--- src/rtl/rca_8_adder_if.sv ---
// ---------------------------------------------------------------------------
// rca_8_adder_if : operand/result bundle for the 8-bit ripple-carry adder.
// The operands are a, b and cin. The registered results are s, cout and,
// when RCA_8_ADDER_OVF_EN is defined, ovf.
// The master drives the operands and the slave (the adder) drives the results.
// ---------------------------------------------------------------------------
interface rca_8_adder_if;
   logic [7:0] a;
   logic [7:0] b;
   logic       cin;
   logic [7:0] s;
   logic       cout;
`ifdef RCA_8_ADDER_OVF_EN
   logic       ovf;

   modport master (output a, output b, output cin,
                   input  s, input  cout, input ovf);
   modport slave  (input  a, input  b, input  cin,
                   output s, output cout, output ovf);
`else
   modport master (output a, output b, output cin,
                   input  s, input  cout);
   modport slave  (input  a, input  b, input  cin,
                   output s, output cout);
`endif
endinterface

--- src/rtl/rca_8_adder.sv ---
// ---------------------------------------------------------------------------
// rca_8_adder : 8-bit ripple-carry adder with registered outputs.
// - The adder is a chain of eight 1-bit full adders. The carry ripples from
//   bit 0 to bit 7, and there is no lookahead.
// - Results appear one clock after the operands.
// - rst is synchronous and active-high. It clears all result registers.
// - Optional macro RCA_8_ADDER_OVF_EN adds a registered two's-complement
//   overflow flag, ovf = c[8] ^ c[7].
// ---------------------------------------------------------------------------
module rca_8_adder (
   input  logic         clk,
   input  logic         rst,
   rca_8_adder_if.slave bus
);

   // One full-adder stage. The result is packed as {carry_out, sum}.
   function automatic logic [1:0] full_add(input logic a_bit,
                                           input logic b_bit,
                                           input logic c_bit);
      logic sum_bit;
      logic carry_bit;
      sum_bit   = a_bit ^ b_bit ^ c_bit;
      carry_bit = (a_bit & b_bit) | (c_bit & (a_bit ^ b_bit));
      return {carry_bit, sum_bit};
   endfunction

   logic [8:0] carry;
   logic [7:0] s_d;
   logic [7:0] s_q;
   logic       cout_d;
   logic       cout_q;

   // Ripple the carry through the eight full-adder stages, from the LSB upward.
   always_comb begin
      logic [1:0] fa;
      fa       = 2'b00;
      s_d      = 8'h00;
      carry    = 9'h000;
      carry[0] = bus.cin;
      for (int i = 0; i < 8; i++) begin
         fa           = full_add(bus.a[i], bus.b[i], carry[i]);
         s_d[i]       = fa[0];
         carry[i + 1] = fa[1];
      end
      cout_d = carry[8];
   end

   // Capture the sum and carry-out each cycle. A reset discards any result in flight.
   always_ff @(posedge clk) begin
      if (rst) begin
         s_q    <= 8'h00;
         cout_q <= 1'b0;
      end else begin
         s_q    <= s_d;
         cout_q <= cout_d;
      end
   end

   assign bus.s    = s_q;
   assign bus.cout = cout_q;

`ifdef RCA_8_ADDER_OVF_EN
   logic ovf_d;
   logic ovf_q;

   // Signed overflow occurs when the carry into the sign bit differs from the carry out of it.
   always_comb begin
      ovf_d = carry[8] ^ carry[7];
   end

   // Register the overflow flag alongside the sum, with the same reset behaviour.
   always_ff @(posedge clk) begin
      if (rst) begin
         ovf_q <= 1'b0;
      end else begin
         ovf_q <= ovf_d;
      end
   end

   assign bus.ovf = ovf_q;
`endif

endmodule

--- src/flat_wrapper.sv ---
// flat-port wrapper written by rule: the top's interface ports become plain ports
module rca_8_adder_flat 
  (clk, rst, bus_a, bus_b, bus_cin, bus_s, bus_cout);
  rca_8_adder_if bus_i ();
  input  logic clk;
  input  logic rst;
  input wire logic [$bits(bus_i.a)-1:0] bus_a;
  input wire logic [$bits(bus_i.b)-1:0] bus_b;
  input wire logic [$bits(bus_i.cin)-1:0] bus_cin;
  output wire logic [$bits(bus_i.s)-1:0] bus_s;
  output wire logic [$bits(bus_i.cout)-1:0] bus_cout;
  assign bus_i.a = bus_a;
  assign bus_i.b = bus_b;
  assign bus_i.cin = bus_cin;
  assign bus_s = bus_i.s;
  assign bus_cout = bus_i.cout;
  rca_8_adder u_core (.clk(clk), .rst(rst), .bus(bus_i));
endmodule
--- config.mk ---
export PLATFORM = sky130hd
export DESIGN_NAME = rca_8_adder_flat
export DESIGN_NICKNAME = d
export VERILOG_FILES = /design/src/rtl/rca_8_adder_if.sv /design/src/rtl/rca_8_adder.sv /design/src/flat_wrapper.sv
export SDC_FILE = /design/constraint.sdc
export NUM_CORES = 1
export LEC_CHECK = 0
export BUFFER_PORTS_ARGS = -buffer_cell sky130_fd_sc_hd__clkbuf_2
export CAP_MARGIN = 0
export CORE_AREA = 2 2 39 41
export DETAILED_ROUTE_END_ITERATION = 12
export DIE_AREA = 0 0 41 43
export SLEW_MARGIN = 20
export SYNTH_ARGS = -nofsm -noshare
export SYNTH_HDL_FRONTEND = slang
export SYNTH_SLANG_ARGS = --single-unit
--- constraint.sdc ---
create_clock -name clk -period 4.25 [get_ports clk]
set_input_delay 0.85 -clock clk [delete_from_list [all_inputs] [get_ports clk]]
set_output_delay 0.85 -clock clk [all_outputs]
set_load 0.01 [all_outputs]
Word-level counts from Yosys, hierarchy flattened
Cells that the tools add are included.

Bits in registers: 9. Bits in latches: 0. Bits in writable memories: 0. ROM bits: 0. Bits of input ports: 19. Output and inout port bits: 9. Word-level logic and storage cells: 42. Memories kept: 0.

Add/sub/neg operators: 0. Multiply operators: 0. Div/mod/pow operators: 0. Order comparisons: 0. Equality and inequality tests: 0. Shift-type cells: 0. Multiplexer cells: 0. Bitwise operators: 40. Reductions and logical operators: 0.

Operator list (count): AND 1 bit (16); bitwise XOR 1 bit (16); bitwise OR 1 bit (8).

Logic depth before layout (Yosys ltp)
Depth in word-level cells: 17. Gate-level depth with buffers: 12. Depth with buffers taken out: 12.

Worst setup path after synthesis
Ideal clock, no wire load.

Kind: input -> register. Start: input port bus_cin. End: register u_core.s_q[7], in the netlist u_core.bus.s[7]. Arrival time: 3.914 ns. Data required time: 4.186 ns. Path slack: 0.272 ns. Cell stages on the path: 12. Buffers on the path: 0. Cells stage by stage: fa_1 -> inv_1 -> fa_1 -> inv_1 -> fa_1 -> fa_1 -> fa_1 -> fa_1 -> fa_1 -> inv_1 -> fa_1 -> nor2_1.

Longest elaborated chain between the ends: 15.

RTL lines: start: declaration (RTL line flat_wrapper.sv:9) `input wire logic [$bits(bus_i.cin)-1:0] bus_cin;`; AND 1 bit (RTL line rca_8_adder.sv:23) `carry_bit = (a_bit & b_bit) | (c_bit & (a_bit ^ b_bit));`; bitwise OR 1 bit (RTL line rca_8_adder.sv:23); AND 1 bit (RTL line rca_8_adder.sv:23); bitwise OR 1 bit (RTL line rca_8_adder.sv:23); AND 1 bit (RTL line rca_8_adder.sv:23); bitwise OR 1 bit (RTL line rca_8_adder.sv:23); AND 1 bit (RTL line rca_8_adder.sv:23); bitwise OR 1 bit (RTL line rca_8_adder.sv:23); AND 1 bit (RTL line rca_8_adder.sv:23); bitwise OR 1 bit (RTL line rca_8_adder.sv:23); AND 1 bit (RTL line rca_8_adder.sv:23); bitwise OR 1 bit (RTL line rca_8_adder.sv:23); AND 1 bit (RTL line rca_8_adder.sv:23); bitwise OR 1 bit (RTL line rca_8_adder.sv:23); bitwise XOR 1 bit (RTL line rca_8_adder.sv:22) `sum_bit = a_bit ^ b_bit ^ c_bit;`; end signal: assignment (RTL line rca_8_adder.sv:51) `s_q <= 8'h00;`; end signal: assignment (RTL line rca_8_adder.sv:54) `s_q <= s_d;`; end: declaration (RTL line rca_8_adder.sv:29) `logic [7:0] s_q;`.

Every way passes these cells. A chain may end at the register's enable or synchronous reset.

Worst setup path in the final report
Same ends and word-level chain as after synthesis.

==> impl_metrics.toml <==
[floorplan]
initial_core_util_pct = 30.02
fp.dieArea_mm2 = 0.001763
rows = 14
io-pin-count = 28
die_height_um = 43
design.core.area_mm2 = 0.001384
die_w_um = 41

[global_route]
grt_pass1_wl_mm = 1.124
track_usage_pct = 10.69
antenna_found_initial = 0
grt_util_met2_pct = 15.31
met3_usage_pct = 2.618
grt_pass1_vias = 280
gr-total-overflow = 0
grt_max_degree = 10
gr-usage-met1_pct = 10.10
grt_busiest_layer = "met2"

[setup_path]
cp_common_cell = "fa_1"
cp_cell_sequence = "clkbuf_2, fa_1, inv_1, fa_1, inv_1, fa_1, fa_1, fa_1, fa_1, fa_1, inv_1, fa_1, nor2_1"
critical_path.max_stage_delay_ps = 410
critPathRequiredTime_ps = 4440
crit_buf_inv = 4
startpoint_type = "input pin"
cp-end-kind = "register"
crit_type = "in2reg"
slowest_stage = "fa_1"
path_delay_family = "adder cells"
critPathArrivalTime_ps = 4130
crit_fanout = 1

[final_layout]
layout_commonest_cell = "clkbuf_2"
final_util_pct = 43.13
diodes = 0
final_area_um2 = 596.8
layout_common_cells = "clkbuf_2, dfxtp_1, fa_1, inv_1, nor2b_1"
nNetsFinal = 92
drive_gt1_share_pct = 46.88
area_delta_synth_final_pct = 43.67

[drt]
drcViolationCount = 0
vias_per_cell = 3.800
first_iter_violations = 0
vias = 304
ant_nets = 0
wl_per_cell_um = 8.988
wl_um = 719
first_pass_iters = 1

[power]
pwr-share-comb_pct = 23.2
vdd_ir_drop_max_mv = 0.08204
leakage_uw = 0.0003190
p_int_uw = 155.4
pwr-share-seq_pct = 46.8
switching_share_pct = 24.97
switchingPower_uw = 51.72
power_uw = 207.1
power_density_mw_per_mm2 = 347.0
clkPwrFrac_pct = 30.0

[synthesis]
netlist.area_leader.share_pct = 43.37
synthTopCellsByArea = "dfxtp_1, fa_1, nor2b_1"
synth-seq-cells = 9
syn_area_um2 = 415.4
avgSynthCellArea_um2 = 12.59
ys_types = 5
syn_inst = 33
syn-num-nets = 60
synth.yosys.warnings = 0
synth_area_leader_cell = "dfxtp_1"
yosysSeqAreaShare_pct = 43.37

[place]
hpwl_um = 675.6
gp_congestion = 0.6779
placed_area_um2 = 570.5
io_buffer_count = 27

[clock_tree]
post_cts_resized = 0
clkTransAtPathRegs_ps = 50
cts_hold_buf = 0
post_cts_buffers = 0
cts.htree.levels = 1
cts_tree = "yes"
clk_path_buf_depth = 2
numCtsBuffers = 3
cts.sinks = 9
cts_root_buffer = "clkbuf_4"

[sta]
fin_crit_ps = 3936
worst_pin_slew_ps = 166.4
finalMaxSlewViolations = 0
timing.hold.ws_ps = 872.3
fmax_ghz = 0.2541
setup_viol_count_final = 0
hold_viol = 0
tns_ps = 0
finalCritPeriodShare_pct = 92.61
relSlewSlack_pct = 88.90
rsz0062_at_grt = "false"

[job]
cap_violations = 0

[min_path]
hp-class = "in2reg"

[run_status]
status = "finished, final reports clean"
layout make-up:
cell class,count,area (um2)
timing repair buffer,27,135.1
fill,135,787.0
clock buffer,4,26.28
inverter,7,26.28
tap,16,20.02
sequential,9,180.2
multi-input combinational,17,209.0
synthesized netlist by cell type (all sizes together):
cell type and number:
dfxtp 9, fa 8, inv 7, nor2b 6, nor2 3
flip-flops by register name, indices dropped and copies added (netlist names):
| name | flops |
|---|---|
| u_core.bus.cout | 1 |
| u_core.bus.s | 8 |
cells by family (layout without fill, tap and decap cells):
kind of cell               count (synthesis)  after routing  synth area share (%)
adders and majority gates                  8              8                 38.55
buffers and inverters                      7             38                 6.326
and+or+nand+nor                            9              9                 11.75
DFF                                        9              9                 43.37
worst paths after layout:
check | from | cells past startpoint | end
worst max-delay path | bus_cin | 13 | u_core.bus.s[7]$_SDFF_PP0_
worst min-delay path | rst | 2 | u_core.bus.cout$_SDFF_PP0_
per-stage QoR:
step	std cells	worst slack (ps)
global route	80	192.6
CTS	80	304.9
global placement	76	86.09
floorplan	33	271.9
finish	80	314.0
detailed placement	76	36.41
routing by layer:
layer	wire length, um	vias to the layer above	share of wire (%)
met2	384	14	53
met1	233	134	32
li1	-	154	-
met5	0	-	0
met4	16	0	2.2
met3	85	2	12
power groups by stage:
| stage | logic [uW] | registers [uW] | clock network, uW |
|---|---|---|---|
| detailed placement | 49.4 | 98.9 | 0 |
| global placement | 47.2 | 98.7 | 0 |
| finish | 48.1 | 96.9 | 62.1 |
| floorplan | 18.1 | 105 | 0 |
| global route | 56.2 | 98.0 | 71.7 |
| CTS | 49.6 | 97.0 | 66.0 |
No activity file was read; power rests on OpenSTA's default activity.
